--- src/rtl/puf_challenge_sequencer_pkg.sv ---
// Shared definitions for the arbiter-PUF challenge sequencer: FSM state encoding
// and the default Galois feedback mask for the 8-bit challenge LFSR.
package puf_challenge_sequencer_pkg;

    typedef enum logic [2:0] {
        IDLE,
        CLEAR,
        ARM,
        SETTLE,
        SAMPLE,
        DONE
    } seqState_e;

    localparam logic [7:0] DEFAULT_LFSR_TAPS = 8'hB8;

endpackage

--- src/rtl/puf_challenge_sequencer_if.sv ---
// Bundles the host request/response handshake and the PUF core drive/sense lines.
// The master modport is the sequencer's view; slave is the host/PUF side.
interface puf_challenge_sequencer_if #(
    parameter int C_BITS = 8,
    parameter int N_RESP = 16
);

    logic              start;
    logic [C_BITS-1:0] seed;
    logic              busy;
    logic              puf_reset;
    logic              puf_enable;
    logic [C_BITS-1:0] puf_challenge;
    logic              puf_resp;
    logic [N_RESP-1:0] resp_word;
    logic              resp_valid;
    logic              resp_ready;

    modport master (
        input  start, seed, puf_resp, resp_ready,
        output busy, puf_reset, puf_enable, puf_challenge, resp_word, resp_valid
    );

    modport slave (
        output start, seed, puf_resp, resp_ready,
        input  busy, puf_reset, puf_enable, puf_challenge, resp_word, resp_valid
    );

endinterface

--- src/rtl/puf_challenge_sequencer_challenge_lfsr.sv ---
// Galois LFSR producing the challenge sequence; a zero seed is replaced by 1 so
// the register can never lock up in the all-zero state.
module puf_challenge_sequencer_challenge_lfsr
    import puf_challenge_sequencer_pkg::*;
#(
    parameter int                C_BITS    = 8,
    parameter logic [C_BITS-1:0] LFSR_TAPS = DEFAULT_LFSR_TAPS
) (
    input  logic              clk_i,
    input  logic              reset_i,
    input  logic              load_i,
    input  logic              step_i,
    input  logic [C_BITS-1:0] seed_i,
    output logic [C_BITS-1:0] challenge_o
);

    logic [C_BITS-1:0] lfsr_q;
    logic [C_BITS-1:0] lfsr_d;

    always_comb begin
        lfsr_d = lfsr_q;
        if (load_i) begin
            lfsr_d = (seed_i == '0) ? C_BITS'(1) : seed_i;
        end else if (step_i) begin
            lfsr_d = (lfsr_q >> 1) ^ (lfsr_q[0] ? LFSR_TAPS : '0);
        end
    end

    always_ff @(posedge clk_i or posedge reset_i) begin
        if (reset_i) begin
            lfsr_q <= '0;
        end else begin
            lfsr_q <= lfsr_d;
        end
    end

    assign challenge_o = lfsr_q;

endmodule

--- src/rtl/puf_challenge_sequencer.sv ---
// Runs N_RESP clear/arm/settle/sample evaluations of an arbiter PUF over an LFSR
// challenge sequence and hands the packed response word downstream.
module puf_challenge_sequencer
    import puf_challenge_sequencer_pkg::*;
#(
    parameter int                C_BITS        = 8,
    parameter int                N_RESP        = 16,
    parameter int                SETTLE_CYCLES = 4,
    parameter logic [C_BITS-1:0] LFSR_TAPS     = DEFAULT_LFSR_TAPS
) (
    input logic                       clk_i,
    input logic                       reset_i,
    puf_challenge_sequencer_if.master seqIf
);

    localparam int BIT_W    = (N_RESP > 1) ? $clog2(N_RESP) : 1;
    localparam int SETTLE_W = $clog2(SETTLE_CYCLES);

    seqState_e           state_q,     state_d;
    logic [BIT_W-1:0]    bitCnt_q,    bitCnt_d;
    logic [SETTLE_W-1:0] settleCnt_q, settleCnt_d;
    logic [N_RESP-1:0]   respWord_q,  respWord_d;
    logic                pufReset_q,  pufReset_d;
    logic                pufEnable_q, pufEnable_d;
    logic                busy_q,      busy_d;
    logic                respValid_q, respValid_d;
    logic                syncMeta_q;
    logic                syncResp_q;
    logic                lfsrLoad;
    logic                lfsrStep;
    logic [C_BITS-1:0]   challenge;

    puf_challenge_sequencer_challenge_lfsr #(
        .C_BITS    (C_BITS),
        .LFSR_TAPS (LFSR_TAPS)
    ) u_lfsr (
        .clk_i       (clk_i),
        .reset_i     (reset_i),
        .load_i      (lfsrLoad),
        .step_i      (lfsrStep),
        .seed_i      (seqIf.seed),
        .challenge_o (challenge)
    );

    // The PUF response is raced asynchronously, so only the second flop is ever used.
    always_ff @(posedge clk_i or posedge reset_i) begin
        if (reset_i) begin
            syncMeta_q <= 1'b0;
            syncResp_q <= 1'b0;
        end else begin
            syncMeta_q <= seqIf.puf_resp;
            syncResp_q <= syncMeta_q;
        end
    end

    always_comb begin
        state_d     = state_q;
        bitCnt_d    = bitCnt_q;
        settleCnt_d = settleCnt_q;
        respWord_d  = respWord_q;
        lfsrLoad    = 1'b0;
        lfsrStep    = 1'b0;

        unique case (state_q)
            IDLE: begin
                if (seqIf.start) begin
                    lfsrLoad = 1'b1;
                    bitCnt_d = '0;
                    state_d  = CLEAR;
                end
            end
            CLEAR: state_d = ARM;
            ARM: begin
                settleCnt_d = SETTLE_W'(SETTLE_CYCLES - 1);
                state_d     = SETTLE;
            end
            SETTLE: begin
                if (settleCnt_q == '0) begin
                    state_d = SAMPLE;
                end else begin
                    settleCnt_d = settleCnt_q - SETTLE_W'(1);
                end
            end
            // The challenge only steps towards another CLEAR, so it never moves while armed.
            SAMPLE: begin
                respWord_d[bitCnt_q] = syncResp_q;
                if (bitCnt_q == BIT_W'(N_RESP - 1)) begin
                    state_d = DONE;
                end else begin
                    bitCnt_d = bitCnt_q + BIT_W'(1);
                    lfsrStep = 1'b1;
                    state_d  = CLEAR;
                end
            end
            DONE: begin
                if (seqIf.resp_ready) begin
                    state_d = IDLE;
                end
            end
            default: state_d = IDLE;
        endcase

        pufReset_d  = (state_d == IDLE) || (state_d == CLEAR) || (state_d == DONE);
        pufEnable_d = (state_d == ARM) || (state_d == SETTLE);
        busy_d      = (state_d != IDLE);
        respValid_d = (state_d == DONE);
    end

    // Outputs are registered so the PUF enable/reset lines cannot glitch.
    always_ff @(posedge clk_i or posedge reset_i) begin
        if (reset_i) begin
            state_q     <= IDLE;
            bitCnt_q    <= '0;
            settleCnt_q <= '0;
            respWord_q  <= '0;
            pufReset_q  <= 1'b1;
            pufEnable_q <= 1'b0;
            busy_q      <= 1'b0;
            respValid_q <= 1'b0;
        end else begin
            state_q     <= state_d;
            bitCnt_q    <= bitCnt_d;
            settleCnt_q <= settleCnt_d;
            respWord_q  <= respWord_d;
            pufReset_q  <= pufReset_d;
            pufEnable_q <= pufEnable_d;
            busy_q      <= busy_d;
            respValid_q <= respValid_d;
        end
    end

    assign seqIf.busy          = busy_q;
    assign seqIf.puf_reset     = pufReset_q;
    assign seqIf.puf_enable    = pufEnable_q;
    assign seqIf.puf_challenge = challenge;
    assign seqIf.resp_word     = respWord_q;
    assign seqIf.resp_valid    = respValid_q;

endmodule

--- src/flat_wrapper.sv ---
// flat-port wrapper written by rule: the top's interface ports become plain ports
module puf_challenge_sequencer_flat import puf_challenge_sequencer_pkg::*;
#(
    parameter int                C_BITS        = 8,
    parameter int                N_RESP        = 16,
    parameter int                SETTLE_CYCLES = 4,
    parameter logic [C_BITS-1:0] LFSR_TAPS     = DEFAULT_LFSR_TAPS
)
  (clk_i, reset_i, seqIf_start, seqIf_seed, seqIf_puf_resp, seqIf_resp_ready, seqIf_busy, seqIf_puf_reset, seqIf_puf_enable, seqIf_puf_challenge, seqIf_resp_word, seqIf_resp_valid);
  puf_challenge_sequencer_if #(.C_BITS(C_BITS), .N_RESP(N_RESP)) seqIf_i ();
  input logic clk_i;
  input logic reset_i;
  input wire logic [$bits(seqIf_i.start)-1:0] seqIf_start;
  input wire logic [$bits(seqIf_i.seed)-1:0] seqIf_seed;
  input wire logic [$bits(seqIf_i.puf_resp)-1:0] seqIf_puf_resp;
  input wire logic [$bits(seqIf_i.resp_ready)-1:0] seqIf_resp_ready;
  output wire logic [$bits(seqIf_i.busy)-1:0] seqIf_busy;
  output wire logic [$bits(seqIf_i.puf_reset)-1:0] seqIf_puf_reset;
  output wire logic [$bits(seqIf_i.puf_enable)-1:0] seqIf_puf_enable;
  output wire logic [$bits(seqIf_i.puf_challenge)-1:0] seqIf_puf_challenge;
  output wire logic [$bits(seqIf_i.resp_word)-1:0] seqIf_resp_word;
  output wire logic [$bits(seqIf_i.resp_valid)-1:0] seqIf_resp_valid;
  assign seqIf_i.start = seqIf_start;
  assign seqIf_i.seed = seqIf_seed;
  assign seqIf_i.puf_resp = seqIf_puf_resp;
  assign seqIf_i.resp_ready = seqIf_resp_ready;
  assign seqIf_busy = seqIf_i.busy;
  assign seqIf_puf_reset = seqIf_i.puf_reset;
  assign seqIf_puf_enable = seqIf_i.puf_enable;
  assign seqIf_puf_challenge = seqIf_i.puf_challenge;
  assign seqIf_resp_word = seqIf_i.resp_word;
  assign seqIf_resp_valid = seqIf_i.resp_valid;
  puf_challenge_sequencer #(.C_BITS(C_BITS), .N_RESP(N_RESP), .SETTLE_CYCLES(SETTLE_CYCLES), .LFSR_TAPS(LFSR_TAPS)) u_core (.clk_i(clk_i), .reset_i(reset_i), .seqIf(seqIf_i));
endmodule
--- config.mk ---
export PLATFORM = sky130hd
export DESIGN_NAME = puf_challenge_sequencer_flat
export DESIGN_NICKNAME = d
export VERILOG_FILES = /design/src/rtl/puf_challenge_sequencer_pkg.sv /design/src/rtl/puf_challenge_sequencer_if.sv /design/src/rtl/puf_challenge_sequencer_challenge_lfsr.sv /design/src/rtl/puf_challenge_sequencer.sv /design/src/flat_wrapper.sv
export SDC_FILE = /design/constraint.sdc
export NUM_CORES = 1
export LEC_CHECK = 0
export ABC_CLOCK_PERIOD_IN_PS = 2000
export CAP_MARGIN = 0
export CORE_ASPECT_RATIO = 0.9
export CORE_MARGIN = 1
export CORE_UTILIZATION = 50
export DETAILED_ROUTE_END_ITERATION = 8
export PLACE_DENSITY_LB_ADDON = 0.15
export SKIP_CTS_REPAIR_TIMING = 1
export SLEW_MARGIN = 0
export SYNTH_ARGS = -nofsm -noshare
export SYNTH_HDL_FRONTEND = slang
export SYNTH_SLANG_ARGS = --single-unit
export TNS_END_PERCENT = 10
--- constraint.sdc ---
create_clock -name clk_i -period 2 [get_ports clk_i]
set_clock_uncertainty 0.05 [all_clocks]
set_input_delay 0.4 -clock clk_i [delete_from_list [all_inputs] [get_ports clk_i]]
set_output_delay 0.4 -clock clk_i [all_outputs]
set_load 0.005 [all_outputs]
==> results of run 1 <==
-- stage by stage --
stage	power [W]	cells	worst slack [ns]
after floorplan	0.001754	173	0.4835
after global placement	0.002153	252	0.08785
after detailed placement	0.002211	252	0.01584
after CTS	0.002727	260	0.2334
after global routing	0.002898	260	0.1764
final	0.002713	260	0.2342
-- Yosys cell counts --
library cell  instances  area [um^2]
dfrtp_1              38        950.9
nand2_1              16        60.06
a21oi_1               6        30.03
ha_1                  5        62.56
mux2_2               14        157.7
buf_6                 2        22.52
nor4b_1               1        8.760
a31o_2                1        8.760
nor2b_1               3        18.77
o31ai_1               1        7.510
o21ai_0               4        20.02
o211ai_2              1        12.51
a21o_1                1        7.510
a22o_1                1        8.760
inv_1                 8        30.03
buf_2                 6        30.03
nand4_1               3        18.77
mux2_1                2        22.52
and4_1                1        8.760
clkbuf_1              4        15.01
or4b_1                1        10.01
and2b_1               1        7.510
nor2_1                4        15.01
and3b_1               1        8.760
o211ai_1              6        45.04
mux2i_1               1        10.01
nor3_1                1        5.000
a311oi_1              1        8.760
xor2_1                3        26.28
and2_1                1        6.260
nor3b_4               1        18.77
and3_1                1        6.260
dfstp_2               1        26.28
nand3_1              26        130.1
a211o_1               2        17.52
a31oi_1               2        12.51
nor4_1                2        12.51
-- worst register-to-register path, cell delays in order (launching register included) --
cell      delay (ns)
dfrtp_1         0.46
ha_1            0.34
nand3_1         0.19
buf_4           0.22
a211o_1         0.31
o211ai_2        0.06
-- report_power, final --
part	internal, W	switching (W)	total [W]
Clock	0.000247	0.000267	0.000513
Combinational	0.000531	0.000447	0.000978
Sequential	0.00101	0.000214	0.00122
Total	0.00179	0.000928	0.00271
-- metal layers --
metal,routed length [um],GRT usage (%),vias up
met2,1804,34.55,45
met3,216,6.298,6
met1,1745,27.88,725
li1,-,-,697
met5,0,0,-
met4,51,7.295,0
-- worst max path at each step --
stage | to | slack (ns) | depth (start not counted)
floorplan | u_core.u_lfsr.challenge_o[1] | 0.48 | 5
global placement | u_core.u_lfsr.challenge_o[3] | 0.09 | 4
detailed placement | u_core.bitCnt_q[0] | 0.02 | 4
CTS | seqIf_puf_challenge[0] | 0.23 | 1
global route | seqIf_puf_challenge[0] | 0.18 | 1
finish | seqIf_puf_challenge[0] | 0.23 | 1
-- layout make-up --
class / instances / share of cell area, %
flip-flops and latches: 39 / 40.63
clock buffers: 7 / 3.174
well taps: 44 / 2.289
inverters: 8 / 1.249
multi-input cells: 114 / 32.99
repair buffers: 47 / 19.35
clock inverters: 1 / 0.3122
-- cells by family after synthesis --
| family | after synthesis |
|---|---|
| flops | 39 |
| mux | 17 |
| compound gates | 26 |
| xor+xnor | 3 |
| fa+ha+maj | 5 |
| buf+inv | 20 |
| simple gates | 63 |
-- sequential cells by signal, summed over array words and instances, names as in the netlist --
register                   flops
u_core.seqIf.resp_word        16
u_core.seqIf.puf_reset         1
u_core.seqIf.busy              1
u_core.syncResp_q              1
u_core.syncMeta_q              1
u_core.state_q                 3
u_core.bitCnt_q                4
u_core.seqIf.resp_valid        1
u_core.settleCnt_q             2
u_core.u_lfsr.challenge_o      8
u_core.seqIf.puf_enable        1
==> flow_summary_export.csv, run 1 <==
group,metric,value,unit
worst_setup_path,critPathTopFamily,"buffers and inverters",
drt,vias,1473,
worst_setup_path,path_cells,"clkdlybuf4s50_1",
placed_design,gp_congestion,0.8198,
grt,grt_pass1_wl,6.189,mm
grt,grt_pass1_vias,1350,
yosys,synthCells,173,
worst_setup_path,cp_slowest_cell,"clkdlybuf4s50_1",
clock_network,worstSkewPairLatency,0.29,ns
timing,fin_crit_sh,88.29,%
worst_setup_path,criticalPathCategory,"reg -> out",
hold_path,hp-start,"u_core.syncMeta_q",
worst_setup_path,setup.worst_path.end_class,"primary output",
timing,setup_tns,0,ns
yosys,synth_top_family_by_area,"simple AND/OR/NAND/NOR gates",
clock_network,cts.reportedPaths.clkPinSlew,0.07,ns
clock_network,clock-root-buffer,"clkbuf_8",
clock_network,cts.path.max_buffers,2,
drt,drt-pass1-iter-count,4,
yosys,ys_seq_area_share,52.31,%
drt,viasPerCell,5.665,
timing,max_freq,566.3,MHz
yosys,synth_compound_gate_area_share,9.578,%
drt,drtIter0Drc,61,
yosys,ys_warn_count,0,
yosys,ys_types,37,
pwr,leakagePower,1.065,nW
timing,tightestPinTransition,0.4261,ns
floorplanning,fp-row-count,20,
cells_and_area,finish.utilization,69.14,%
clock_network,htree_levels,2,
timing,fin_hold_ws,0.3035,ns
worst_setup_path,path_max_fanout,6,
grt,antenna_found_initial,0,
timing,hold_viol_final,0,
cells_and_area,regArea,977.2,um^2
pwr,power-per-cell-area,1128,mW/mm^2
pwr,max-vdd-ir-drop,0.7211,mV
cells_and_area,multi_input_area,793.3,um^2
worst_setup_path,cp-startpoint,"u_core.u_lfsr.challenge_o[0]",
hold_path,hp-class,"reg -> reg",
yosys,synth-seq-cells,39,
hold_path,hold_depth,0,
worst_setup_path,path_buf_inv,1,
cells_and_area,layout.nets,233,
cells_and_area,final_cell_mix,"40 x clkdlybuf4s50_1, 38 x dfrtp_1, 26 x nand3_1",
yosys,synth_area_per_cell,10.80,um^2
yosys,synthXorXnorAreaFrac,1.407,%
placed_design,port_buffers,40,
floorplanning,die_y,59.99,um
worst_setup_path,reg2reg_depth,5,
timing,rsz0062_at_grt,"false",
timing,drv_slew,0,
grt,grt_max_degree,31,
placed_design,place_area,0.002321,mm^2
floorplanning,core,0.003478,mm^2
grt,overflow,0,
yosys,yosys.area_share.simple,17.95,%
floorplanning,fp.dieArea,0.003985,mm^2
hold_path,min_to,"u_core.syncResp_q",
worst_setup_path,crit_path_start_kind,"flip-flop",
worst_setup_path,r2r_slack,0.29,ns
flow_run,drv_cap,0,
worst_setup_path,r2r_start,"u_core.bitCnt_q[0]",
grt,grt_use_total,21.46,%
floorplanning,start_util,53.71,%
cells_and_area,final_common_cell,"clkdlybuf4s50_1",
clock_network,cts_buffers,5,
timing,setup_viol,0,
floorplanning,die_w,66.43,um
worst_setup_path,required,1.55,ns
cells_and_area,syn_to_final_growth,28.73,%
drt,drtAntennaViolNets,0,
yosys,netlist_area,0.001868,mm^2
floorplanning,num_io_pins,41,
drt,routed_wl,3.818,mm
cells_and_area,diodes,0,
timing,period_needed,1.766,ns
yosys,synthMuxAreaShare,10.18,%
yosys,synth_fa_ha_area_share,3.349,%
clock_network,cts_num_sinks,39,
yosys,synth.net_count,191,
drt,drc,0,
outcome,status,"complete, no violations",
placed_design,detailed_place_hpwl,2.702,mm
cells_and_area,num-fill-cells,242,
worst_setup_path,r2r_end,"u_core.u_lfsr.challenge_o[0]",
clock_network,cts_tree,"yes",
drt,post_drt_wl_per_cell,14.68,um
worst_setup_path,slowest_delay,0.55,ns
cells_and_area,design_area,0.002405,mm^2
cells_and_area,drive_above_1_share,14.35,%
timing,slew_headroom,71.59,%
worst_setup_path,arrival,1.32,ns
No activity file was read; power rests on OpenSTA's default activity.
==> run 2: changes to the inputs <==
--- a/config.mk
+++ b/config.mk
@@ -9,8 +9,9 @@
 export CAP_MARGIN = 0
 export CORE_ASPECT_RATIO = 0.9
 export CORE_MARGIN = 1
-export CORE_UTILIZATION = 50
+export CORE_UTILIZATION = 60
 export DETAILED_ROUTE_END_ITERATION = 8
+export DONT_BUFFER_PORTS = 1
 export PLACE_DENSITY_LB_ADDON = 0.15
 export SKIP_CTS_REPAIR_TIMING = 1
 export SLEW_MARGIN = 0
==> run 2 against run 1 <==
The flow now finishes with violations (hold timing); register-to-register slack about the same; critical path depth increased by 3; flip-flop and latch count is the same; final cell count down 17%; combinational power decreased by 30%; worst setup slack improved by 0.067 ns; fmax is 4.0% higher; global-route usage rose by 1.4 points.
==> flow_summary_export.csv, run 2 (same netlist as run 1, synthesis figures left out) <==
group,metric,value,unit
outcome,status,"complete, but fails checks",
outcome,violations,"hold timing",
pwr,power-per-cell-area,1175,mW/mm^2
timing,hold_viol_final,11,
floorplanning,fp-row-count,18,
drt,post_drt_wl_per_cell,15.59,um
floorplanning,start_util,65.31,%
timing,tightestPinTransition,0.4763,ns
worst_setup_path,criticalPathCategory,"reg -> reg",
timing,setup_tns,0,ns
worst_setup_path,slowest_delay,0.48,ns
worst_setup_path,setup.worst_path.end_class,"flip-flop",
drt,vias,1306,
floorplanning,die_y,54.94,um
clock_network,worstSkewPairLatency,0.34,ns
clock_network,clock-root-buffer,"clkbuf_4",
cells_and_area,num-fill-cells,231,
grt,overflow,0,
hold_path,hp-class,"in -> async",
worst_setup_path,required,2.17,ns
placed_design,port_buffers,0,
cells_and_area,layout.nets,194,
grt,grt_max_degree,40,
timing,fin_hold_ws,-0.006077,ns
worst_setup_path,crit_path_start_kind,"flip-flop",
floorplanning,num_io_pins,41,
worst_setup_path,arrival,1.87,ns
pwr,comb_power_share,29.4,%
worst_setup_path,r2r_start,"u_core.state_q[2]",
pwr,clkPwrFrac,17.3,%
grt,antenna_found_initial,0,
drt,wl_met2,1.580,mm
grt,grt_pass1_vias,1270,
grt,grt_pass1_wl,5.340,mm
cells_and_area,regArea,977.2,um^2
pwr,p_seq_share,53.3,%
placed_design,gp_congestion,0.8591,
cells_and_area,final_common_cell,"dfrtp_1",
worst_setup_path,critPathTopFamily,"simple AND/OR/NAND/NOR gates",
worst_setup_path,cp_slowest_cell,"dfrtp_1",
drt,drt-pass1-iter-count,4,
worst_setup_path,cp-startpoint,"u_core.state_q[2]",
grt,grt_use_total,22.85,%
cells_and_area,drive_above_1_share,18.75,%
clock_network,cts_buffers,5,
timing,max_freq,588.7,MHz
pwr,leakagePower,0.9137,nW
clock_network,cts.path.max_buffers,2,
placed_design,place_area,0.001909,mm^2
timing,rsz0062_at_grt,"false",
clock_network,cts_tree,"yes",
clock_network,cts_num_sinks,39,
drt,drtIter0Drc,77,
worst_setup_path,path_cells,"nor3b_4, buf_4, and2_1, o211ai_1",
cells_and_area,fin_cells,216,
clock_network,htree_levels,2,
cells_and_area,multi_input_area,799.5,um^2
worst_setup_path,path_max_fanout,24,
floorplanning,die_w,60.82,um
clock_network,cts.reportedPaths.clkPinSlew,0.11,ns
drt,drtAntennaViolNets,0,
worst_setup_path,path_buf_inv,1,
floorplanning,core,0.002860,mm^2
timing,drv_slew,0,
pwr,power.share.switching,36.72,%
drt,wl_met1,1.448,mm
pwr,max-vdd-ir-drop,0.8575,mV
drt,routed_wl,3.367,mm
drt,dr_wl_met3,259,um
pwr,p_int,0.001470,W
drt,highest_layer,"met4",
floorplanning,fp.dieArea,0.003341,mm^2
placed_design,detailed_place_hpwl,2.398,mm
flow_run,drv_cap,0,
cells_and_area,diodes,0,
timing,setup_viol,0,
timing,period_needed,1.699,ns
pwr,p_sw,0.0008527,W
timing,slew_headroom,68.24,%
pwr,total_power,0.002322,W
cells_and_area,largest_reg_flops,16,
cells_and_area,syn_to_final_growth,5.760,%
drt,viasPerCell,6.046,
cells_and_area,final_cell_mix,"38 x dfrtp_1, 26 x nand3_1, 16 x nand2_1",
cells_and_area,design_area,0.001976,mm^2
timing,fin_crit_sh,84.93,%
placed_design,dp.cells,208,
cells_and_area,finish.utilization,69.07,%
drt,drc,0,
==> run 2: changes by cell type in the layout (fill, tap and decap cells not counted) <==
cell	change
buf_12	-1
buf_4	+1
clkbuf_1	-2
clkbuf_4	+5
clkbuf_8	-4
clkdlybuf4s50_1	-40
clkinv_2	+1
clkinvlp_4	-1
dlygate4sd3_1	+1
nor4b_1	-1
nor4b_2	+1
==> run 2: path summary, 6_finish.rpt <==
check                                                to  slack (ns)  cells past startpoint
min in group clk_i         u_core.u_lfsr.challenge_o[6]        0.12                      2
setup reg to reg           u_core.u_lfsr.challenge_o[3]        0.30                      4
hold reg to reg                       u_core.syncResp_q        0.32                      0
setup / recovery           u_core.u_lfsr.challenge_o[3]        0.30                      4
max in group asynchronous        u_core.seqIf.puf_reset        1.54                      2
hold / removal                        u_core.syncMeta_q      -0.006                      2
==> run 2: final cells by class <==
cell class / count / share of cell area, %
clock buffer: 6 / 2.597
clock inverter: 1 / 0.2533
inverter: 8 / 1.520
multi-input combinational: 114 / 40.47
sequential: 39 / 49.46
tap: 40 / 2.533
timing repair buffer: 8 / 3.167
==> run 2: power by group through the flow <==
stage	sequential, W	clock [W]	combinational [W]
final	0.00124	0.000402	0.000682
after global routing	0.00128	0.000449	0.000762
after CTS	0.00124	0.000420	0.000681
after detailed placement	0.00126	0	0.000675
after global placement	0.00125	0	0.000639
after floorplan	0.00118	0	0.000577
==> run 2: through the flow <==
| step | hold WS, ns | setup slack, ns |
|---|---|---|
| after detailed placement | 0.3043 | 0.3128 |
| after global placement | 0.2870 | 0.3684 |
| final | -0.006077 | 0.3014 |
| after global routing | 0.03447 | 0.1577 |
| after CTS | -0.006783 | 0.2940 |
| after floorplan | 0.2812 | 0.4835 |
==> run 2: metal layers <==
layer / up-vias / track usage, %
met4: 0 / 14.39
met3: 10 / 6.977
li1: 619 / -
met2: 50 / 37.73
met5: - / 0
met1: 627 / 26.22
==> run 3: changes to the inputs <==
--- a/config.mk
+++ b/config.mk
@@ -5,7 +5,7 @@
 export SDC_FILE = /design/constraint.sdc
 export NUM_CORES = 1
 export LEC_CHECK = 0
-export ABC_CLOCK_PERIOD_IN_PS = 2000
+export ABC_CLOCK_PERIOD_IN_PS = 1600
 export CAP_MARGIN = 0
 export CORE_ASPECT_RATIO = 0.9
 export CORE_MARGIN = 1
==> constraint.sdc (replaced) <==
create_clock -name clk_i -period 1.6 [get_ports clk_i]
set_clock_uncertainty 0.05 [all_clocks]
set_input_delay 0.32 -clock clk_i [delete_from_list [all_inputs] [get_ports clk_i]]
set_output_delay 0.32 -clock clk_i [all_outputs]
set_load 0.005 [all_outputs]
==> run 3 against run 2 <==
Global-route usage grew 0.66 points; critical endpoint is now u_core.seqIf.resp_word[12]; register-to-register slack lost 0.24 ns; critical path depth is the same; flip-flop and latch count is the same; die area is the same; sequential power grew 25%; the run now ends clean; largest cell class unchanged; clock-buffer cell count grew 2; critical path type unchanged.
==> flow_summary_export.csv, run 3 (same netlist as run 1, synthesis figures left out) <==
group,metric,value,unit
timing,fin_crit_sh,95.93,%
cells_and_area,layout.nets,198,
timing,tightestPinTransition,0.4727,ns
pwr,power-per-cell-area,1484,mW/mm^2
floorplanning,die_y,54.94,um
cells_and_area,largest_reg_flops,16,
clock_network,worstSkewPairLatency,0.36,ns
worst_setup_path,path_cells,"nor3b_4, buf_4, nand4_1, mux2_1",
floorplanning,die_w,60.82,um
pwr,p_sw,0.001098,W
grt,grt_pass1_wl,5.533,mm
pwr,power.share.switching,36.45,%
cells_and_area,final_common_cell,"dfrtp_1",
clock_network,cts_buffers,5,
pwr,leakagePower,0.9368,nW
worst_setup_path,setup.worst_path.end_class,"flip-flop",
worst_setup_path,crit_path_start_kind,"flip-flop",
timing,setup_viol,0,
floorplanning,fp-row-count,18,
grt,grt_max_degree,40,
worst_setup_path,path_max_fanout,7,
hold_path,hold_depth,2,
drt,viasPerCell,5.928,
placed_design,detailed_place_hpwl,2.476,mm
floorplanning,fp.dieArea,0.003341,mm^2
timing,slew_headroom,68.49,%
timing,max_freq,651.5,MHz
grt,antenna_found_initial,0,
hold_path,min_to,"u_core.u_lfsr.challenge_o[6]",
pwr,p_int,0.001914,W
drt,drc,0,
timing,period_needed,1.535,ns
outcome,status,"complete, no violations",
timing,rsz0062_at_grt,"true",
worst_setup_path,r2r_start,"u_core.state_q[1]",
cells_and_area,finish.utilization,70.95,%
worst_setup_path,r2r_end,"u_core.seqIf.resp_word[12]",
clock_network,clock-root-buffer,"clkbuf_4",
clock_network,cts.reportedPaths.clkPinSlew,0.11,ns
cells_and_area,drive_above_1_share,21.55,%
drt,post_drt_wl_per_cell,15.70,um
cells_and_area,diodes,0,
hold_path,hp-start,"seqIf_seed[6]",
pwr,clkPwrFrac,19.1,%
pwr,comb_power_share,29.5,%
timing,hold_viol_final,0,
drt,vias,1310,
cells_and_area,syn_to_final_growth,8.640,%
pwr,p_seq_share,51.4,%
timing,drv_slew,0,
worst_setup_path,reg2reg_depth,4,
pwr,max-vdd-ir-drop,1.082,mV
hold_path,hp-class,"in -> reg",
placed_design,port_buffers,0,
placed_design,dp.cells,211,
grt,overflow,0,
clock_network,cts_num_sinks,39,
worst_setup_path,required,1.79,ns
worst_setup_path,arrival,1.73,ns
placed_design,gp_congestion,0.8220,
floorplanning,num_io_pins,41,
worst_setup_path,critPathTopFamily,"flip-flops",
clock_network,cts_tree,"yes",
cells_and_area,fin_cells,221,
worst_setup_path,slowest_delay,0.43,ns
clock_network,htree_levels,2,
grt,grt_use_total,23.51,%
grt,grt_pass1_vias,1200,
cells_and_area,final_cell_mix,"38 x dfrtp_1, 25 x nand3_1, 16 x nand2_1",
worst_setup_path,path_buf_inv,1,
clock_network,cts.path.max_buffers,2,
drt,drtIter0Drc,79,
floorplanning,start_util,65.31,%
drt,drtAntennaViolNets,0,
worst_setup_path,cp_slowest_cell,"dfrtp_1",
flow_run,drv_cap,0,
floorplanning,core,0.002860,mm^2
drt,drt-pass1-iter-count,4,
placed_design,dp_slack,0.06922,ns
timing,finalWorstSetupSlack,0.06519,ns
worst_setup_path,r2r_slack,0.07,ns
worst_setup_path,criticalPathCategory,"reg -> reg",
drt,routed_wl,3.469,mm
[run 3: worst max-delay path by stage]
stage	endpoint	start	depth (start not counted)	slack [ns]
5_1_grt	u_core.bitCnt_q[0]	u_core.state_q[1]	3	-0.01
4_1_cts	u_core.seqIf.resp_word[12]	u_core.state_q[1]	4	0.05
3_3_place_gp	u_core.u_lfsr.challenge_o[1]	u_core.state_q[1]	3	0.10
2_1_floorplan	u_core.u_lfsr.challenge_o[1]	u_core.state_q[1]	5	0.08
3_5_place_dp	u_core.bitCnt_q[1]	u_core.bitCnt_q[0]	4	0.07
6_report	u_core.seqIf.resp_word[12]	u_core.state_q[1]	4	0.07
[run 3: power by group through the flow]
stage	clock (W)	sequential, W	combinational (W)
after floorplan	0	0.00147	0.000722
after global placement	0	0.00155	0.000831
after detailed placement	0	0.00157	0.000870
after CTS	0.000585	0.00155	0.000880
after global routing	0.000625	0.00160	0.00101
final	0.000574	0.00155	0.000889
[run 3: worst register-to-register path, stage by stage (launching register included)]
cell and delay (ns):
dfrtp_1 0.43, nor3b_4 0.28, buf_4 0.19, nand4_1 0.13
mux2_1 0.34
[run 3: layer usage]
metal	GRT usage [%]	part of all wire, %	up-vias	wire length [um]
li1	-	-	633	-
met4	11.36	1.2	0	41
met1	31.01	44	632	1533
met2	36.45	48	39	1656
met3	6.047	6.8	6	237
met5	0	0	-	0
[run 3: metrics by stage]
stage | TNS (ns) | hold slack [ns] | total power [W] | cell area [um^2]
after floorplan | 0 | 0.2812 | 0.002192 | 1868
after global placement | 0 | 0.2840 | 0.002379 | 1932
after detailed placement | 0 | 0.2957 | 0.002440 | 1932
after CTS | 0 | -0.09491 | 0.003013 | 2001
after global routing | -0.02529 | 0.01321 | 0.003236 | 2029
final | 0 | 0.02660 | 0.003011 | 2029
[run 3: area by class of cell]
class / count / area [um^2]
flip-flops and latches: 39 / 977.2
inverters: 8 / 30.03
multi-input cells: 114 / 808.3
repair buffers: 12 / 95.09
clock buffers: 8 / 68.82
well taps: 40 / 50.05
fillers: 217 / 830.8
==> variant 1 (settings of run 3) <==
`SETTLE_CYCLES` is set to 4 in 2 places; all go to 2.
--- a/src/rtl/puf_challenge_sequencer.sv
+++ b/src/rtl/puf_challenge_sequencer.sv
@@ -7,3 +7,3 @@
     parameter int                N_RESP        = 16,
-    parameter int                SETTLE_CYCLES = 4,
+    parameter int                SETTLE_CYCLES = 2,
     parameter logic [C_BITS-1:0] LFSR_TAPS     = DEFAULT_LFSR_TAPS
--- a/src/flat_wrapper.sv
+++ b/src/flat_wrapper.sv
@@ -5,3 +5,3 @@
     parameter int                N_RESP        = 16,
-    parameter int                SETTLE_CYCLES = 4,
+    parameter int                SETTLE_CYCLES = 2,
     parameter logic [C_BITS-1:0] LFSR_TAPS     = DEFAULT_LFSR_TAPS
Check against the original RTL: not equivalent (a bounded check fails within 10 cycles, from zero or initial values and one cycle with reset_i high).
==> variant 1 against run 3 <==
- area after synthesis fell by 0.33%
- wire length rose by 6.4%
- design area rose by 2.3%
- total power rose by 12%
- worst setup slack got worse by 52 ps
- sequential cell count fell by 1
- non-clock buffer count rose by 6
- critical path type unchanged
- largest cell class unchanged
- largest power group unchanged
==> variant 1: results (changes against run 3) <==
The reg2reg setup slack is 10 ps (was 70 ps). The overall routed net length came to 3690 um (was 3470 um). The endpoint arrival time on the critical path is 1780 ps (was 1730 ps).

The number of global-route vias before repair came to 1227 (was 1200). The number of inserted filler cells in the final layout came out at 216 (was 217). The leakage power is 0.905 nW (was 0.937 nW).

The routed length per instance is 16.8 um (was 15.7 um). The number of nets in the final layout was 195 (was 198). The cell count of the worst hold path came to 2 (unchanged).

The post-placement cell count is 209 (was 211). The fraction of final layout cells sized beyond drive strength 1 came to 0.291 (was 0.215). The sequential area share after synthesis is 0.511 (was 0.523). The routability congestion estimate from global placement was 0.828 (was 0.822).

Largest cells by area after synthesis: dfrtp_1 50%, mux2_2 6.0%, nand3_1 3.5% (was dfrtp_1 51%, mux2_2 8.4%, nand3_1 7.0%). The peak ir drop on the vdd network is 0.00121 V (was 0.00108 V). The net count after synthesis is 180 (was 191). The met2 track utilization from global routing came out at 0.390 (was 0.364).

Run status: finished, final reports clean (unchanged). The normalized max-slew margin is 0.691 (was 0.685). The maximum fanout encountered on the critical timing path is 8 (was 7).

Commonest cells in the synthesized netlist: 37 x dfrtp_1, 14 x nand2_1, 13 x nand3_1, 10 x mux2_2 (was 38 x dfrtp_1, 26 x nand3_1, 16 x nand2_1, 14 x mux2_2, 8 x inv_1). The initial detailed-routing violation count came to 66 (was 79). The reg-to-reg endpoint is u_core.seqIf.resp_word[8] (was u_core.seqIf.resp_word[12]). The met1 wire length came out at 1600 um (was 1530 um). The combined global-route utilization of all metal layers is 0.247 (was 0.235). The mean instance size in the synthesized netlist came out at 11.4 um^2 (was 10.8 um^2). The global routing usage on met3 came out at 0.0804 (was 0.0605). The startpoint of the worst-slack reg-to-reg timing path was u_core.state_q[2] (was u_core.state_q[1]). The critical path's largest stage delay came to 400 ps (was 430 ps). The largest net degree at the start of global routing is 39 (was 40).

The logic depth of the worst register-to-register path came to 5 (was 4). The met3 wire length is 208 um (was 237 um). The per-cell via count in the routed design came to 6.04 (was 5.93). The antenna diode instance count came out at 0 (unchanged). The routed wire length on met2 is 1810 um (was 1660 um).
==> variant 1: cell families after synthesis <==
group | after synthesis | share of synthesized area
compound gates | 29 | 0.106
xor+xnor | 3 | 0.0141
fa+ha+maj | 4 | 0.0269
buf+inv | 17 | 0.0491
flops | 38 | 0.511
mux | 17 | 0.104
simple gates | 55 | 0.188
==> variant 1: layout make-up <==
type                       instances  area [um^2]  share of cell area
inverter                           7         26.3              0.0127
clock buffer                       7         55.1              0.0265
multi-input combinational        108          841               0.405
timing repair buffer              18          144              0.0693
tap                               40         50.0              0.0241
clock inverter                     1         5.00             0.00241
sequential                        38          955               0.460
==> variant 1: report_power, final <==
group	leakage, nW	total [W]	internal [W]	switching, W
logic	0.395	0.00128	0.000610	0.000673
clock network	0.0353	0.000511	0.000213	0.000298
registers	0.476	0.00158	0.00127	0.000308
==> variant 1: through the flow <==
stage	setup WS, ps	hold WS (ps)	instance area, um^2
floorplan	50.7	281	1860
CTS	-15.6	-87.2	2030
global route	-27.9	68.6	2080
detailed placement	-1.95	296	1970
global placement	41.0	286	1970
finish	13.4	52.6	2080
==> variant 1: how the worst max path moves through the flow <==
stage / startpoint / end / cells after the start
3_3_place_gp: u_core.state_q[1] / u_core.u_lfsr.challenge_o[4] / 2
3_5_place_dp: u_core.state_q[1] / u_core.u_lfsr.challenge_o[0] / 3
6_report: u_core.state_q[2] / u_core.seqIf.resp_word[8] / 5
5_1_grt: u_core.state_q[2] / u_core.seqIf.resp_word[8] / 5
2_1_floorplan: u_core.bitCnt_q[0] / u_core.u_lfsr.challenge_o[4] / 6
4_1_cts: u_core.state_q[1] / u_core.u_lfsr.challenge_o[0] / 3
==> variant 2 (config.mk and constraints of run 3) <==
Made on the original files. Make the reset (`reset_i`) synchronous in 3 clocked blocks. Comments in the files are not updated.
--- a/src/rtl/puf_challenge_sequencer_challenge_lfsr.sv
+++ b/src/rtl/puf_challenge_sequencer_challenge_lfsr.sv
@@ -28,3 +28,3 @@
 
-    always_ff @(posedge clk_i or posedge reset_i) begin
+    always_ff @(posedge clk_i) begin
         if (reset_i) begin
--- a/src/rtl/puf_challenge_sequencer.sv
+++ b/src/rtl/puf_challenge_sequencer.sv
@@ -45,3 +45,3 @@
     // The PUF response is raced asynchronously, so only the second flop is ever used.
-    always_ff @(posedge clk_i or posedge reset_i) begin
+    always_ff @(posedge clk_i) begin
         if (reset_i) begin
@@ -109,3 +109,3 @@
     // Outputs are registered so the PUF enable/reset lines cannot glitch.
-    always_ff @(posedge clk_i or posedge reset_i) begin
+    always_ff @(posedge clk_i) begin
         if (reset_i) begin
Behaviour: differs if reset_i is asserted again (counterexample within 4 cycles, from zero or initial values and one cycle with reset_i high); with reset_i held inactive, the same outputs for 10 cycles.
==> variant 2 against run 3 <==
- the run now ends with hold timing left
- hold slack lost 60 ps
- synthesized cell count grew 21%
- via count is 14% higher
- worst setup slack about the same
- critical path type unchanged
- design area is 0.25% lower
- sequential cell count is the same
- area after synthesis is 1.9% lower
- critical path depth grew 2
- utilization is 0.96 points higher
- wire length rose by 8.9%
- highest routed layer unchanged
- cell count increased by 15%
Power is not compared: it rests on default switching activity, and its combinational part moved more than twofold at a synthesized area within 25%.
==> variant 2: results (changes against run 3) <==
Run status: finished with violations (was finished, final reports clean). The checks that failed: hold timing. The final cell count without fillers is 255 (was 221).

The global-route wire length before repair came out at 6000 um (was 5530 um). The cell with the largest stage delay on the worst path is dfxtp_1 (was dfrtp_1). The post-detailed-placement cell area is 1870 um^2 (was 1930 um^2). Commonest cells in the synthesized netlist: 39 x dfxtp_1, 30 x nand2_1, 23 x a21oi_1, 17 x nand3_1, 13 x nor2_1 (was 38 x dfrtp_1, 26 x nand3_1, 16 x nand2_1, 14 x mux2_2, 8 x inv_1). The total count of hold-check failures in the final report is 25 (was 0). The normalized max-slew margin was 0.634 (was 0.685).

The xor and xnor fraction of the mapped netlist area came out at 0.0191 (was 0.0141). The cell count of the worst hold path came out at 1 (was 2). The reg2reg setup slack came out at 70 ps (about the same). The critical path's largest stage delay is 380 ps (was 430 ps). The fraction of the mapped netlist area in adder cells came out at 0.0341 (was 0.0335).

The worst-case setup slack after placement came to 25.2 ps (was 69.2 ps). The fraction of synthesized cell area taken by the top area cell type came out at 0.426 (was 0.509). The top cell family by delay on the critical path is simple AND/OR/NAND/NOR gates (was flip-flops). The largest net degree at the start of global routing was 31 (was 40). The initial detailed-routing violation count came out at 113 (was 79). The beginning of the critical path is u_core.bitCnt_q[1] (was u_core.state_q[1]).

The worst hold slack came to -33.0 ps (was 26.6 ps). The worst hold path startpoint was reset_i (was seqIf_seed[6]). The most common flop cell mapped by yosys was dfxtp_1 (was dfrtp_1). The compound-gate portion of the synthesized area came to 0.141 (was 0.0958). The share of flip-flops with an asynchronous set or reset was 0 (was 1.00).

The number of global-route vias before repair came out at 1311 (was 1200).
==> variant 2: cell types whose count changed in the layout (fill, tap and decap cells not counted), sizes merged, moves of 4 or more <==
cell | before | now
dfxtp | 0 | 39
a21oi | 6 | 23
a211oi | 0 | 4
dfrtp | 38 | 0
nand2 | 16 | 30
buf | 10 | 15
o211ai | 7 | 1
nor2 | 4 | 13
mux2i | 1 | 11
nand3 | 26 | 19
mux2 | 16 | 0
==> variant 2: how the worst max path moves through the flow <==
stage	end	slack, ps	cells after the start
floorplan	u_core.seqIf.busy	110	6
global placement	u_core.u_lfsr.challenge_o[0]	60	4
detailed placement	u_core.seqIf.resp_word[15]	30	6
CTS	u_core.seqIf.resp_word[14]	-10	7
global route	u_core.seqIf.resp_word[15]	-50	6
finish	u_core.seqIf.resp_word[15]	70	6
==> variant 2: metal layers <==
| layer | up-vias | GRT usage | wire length, um |
|---|---|---|---|
| li1 | 734 | - | - |
| met3 | 8 | 0.0804 | 258 |
| met1 | 707 | 0.319 | 1660 |
| met2 | 50 | 0.403 | 1810 |
| met4 | 0 | 0.105 | 49 |
| met5 | - | 0 | 0 |
==> variant 2: area by class of cell <==
class	instances	area (um^2)	share of cell area
Timing Repair Buffer	17	133	0.0655
Clock buffer	6	41.3	0.0204
Sequential cell	39	786	0.388
Multi-Input combinational cell	146	936	0.462
Tap cell	40	50.0	0.0247
Clock inverter	2	60.1	0.0297
Inverter	5	18.8	0.00927
==> variant 2: worst register-to-register path, cell delays in order (launching register included) <==
cell and delay [ps]:
dfxtp_1 380, ha_1 210, nor4bb_1 280, buf_4 170, nand3_2 100, mux2i_1 190, nor2_1 60
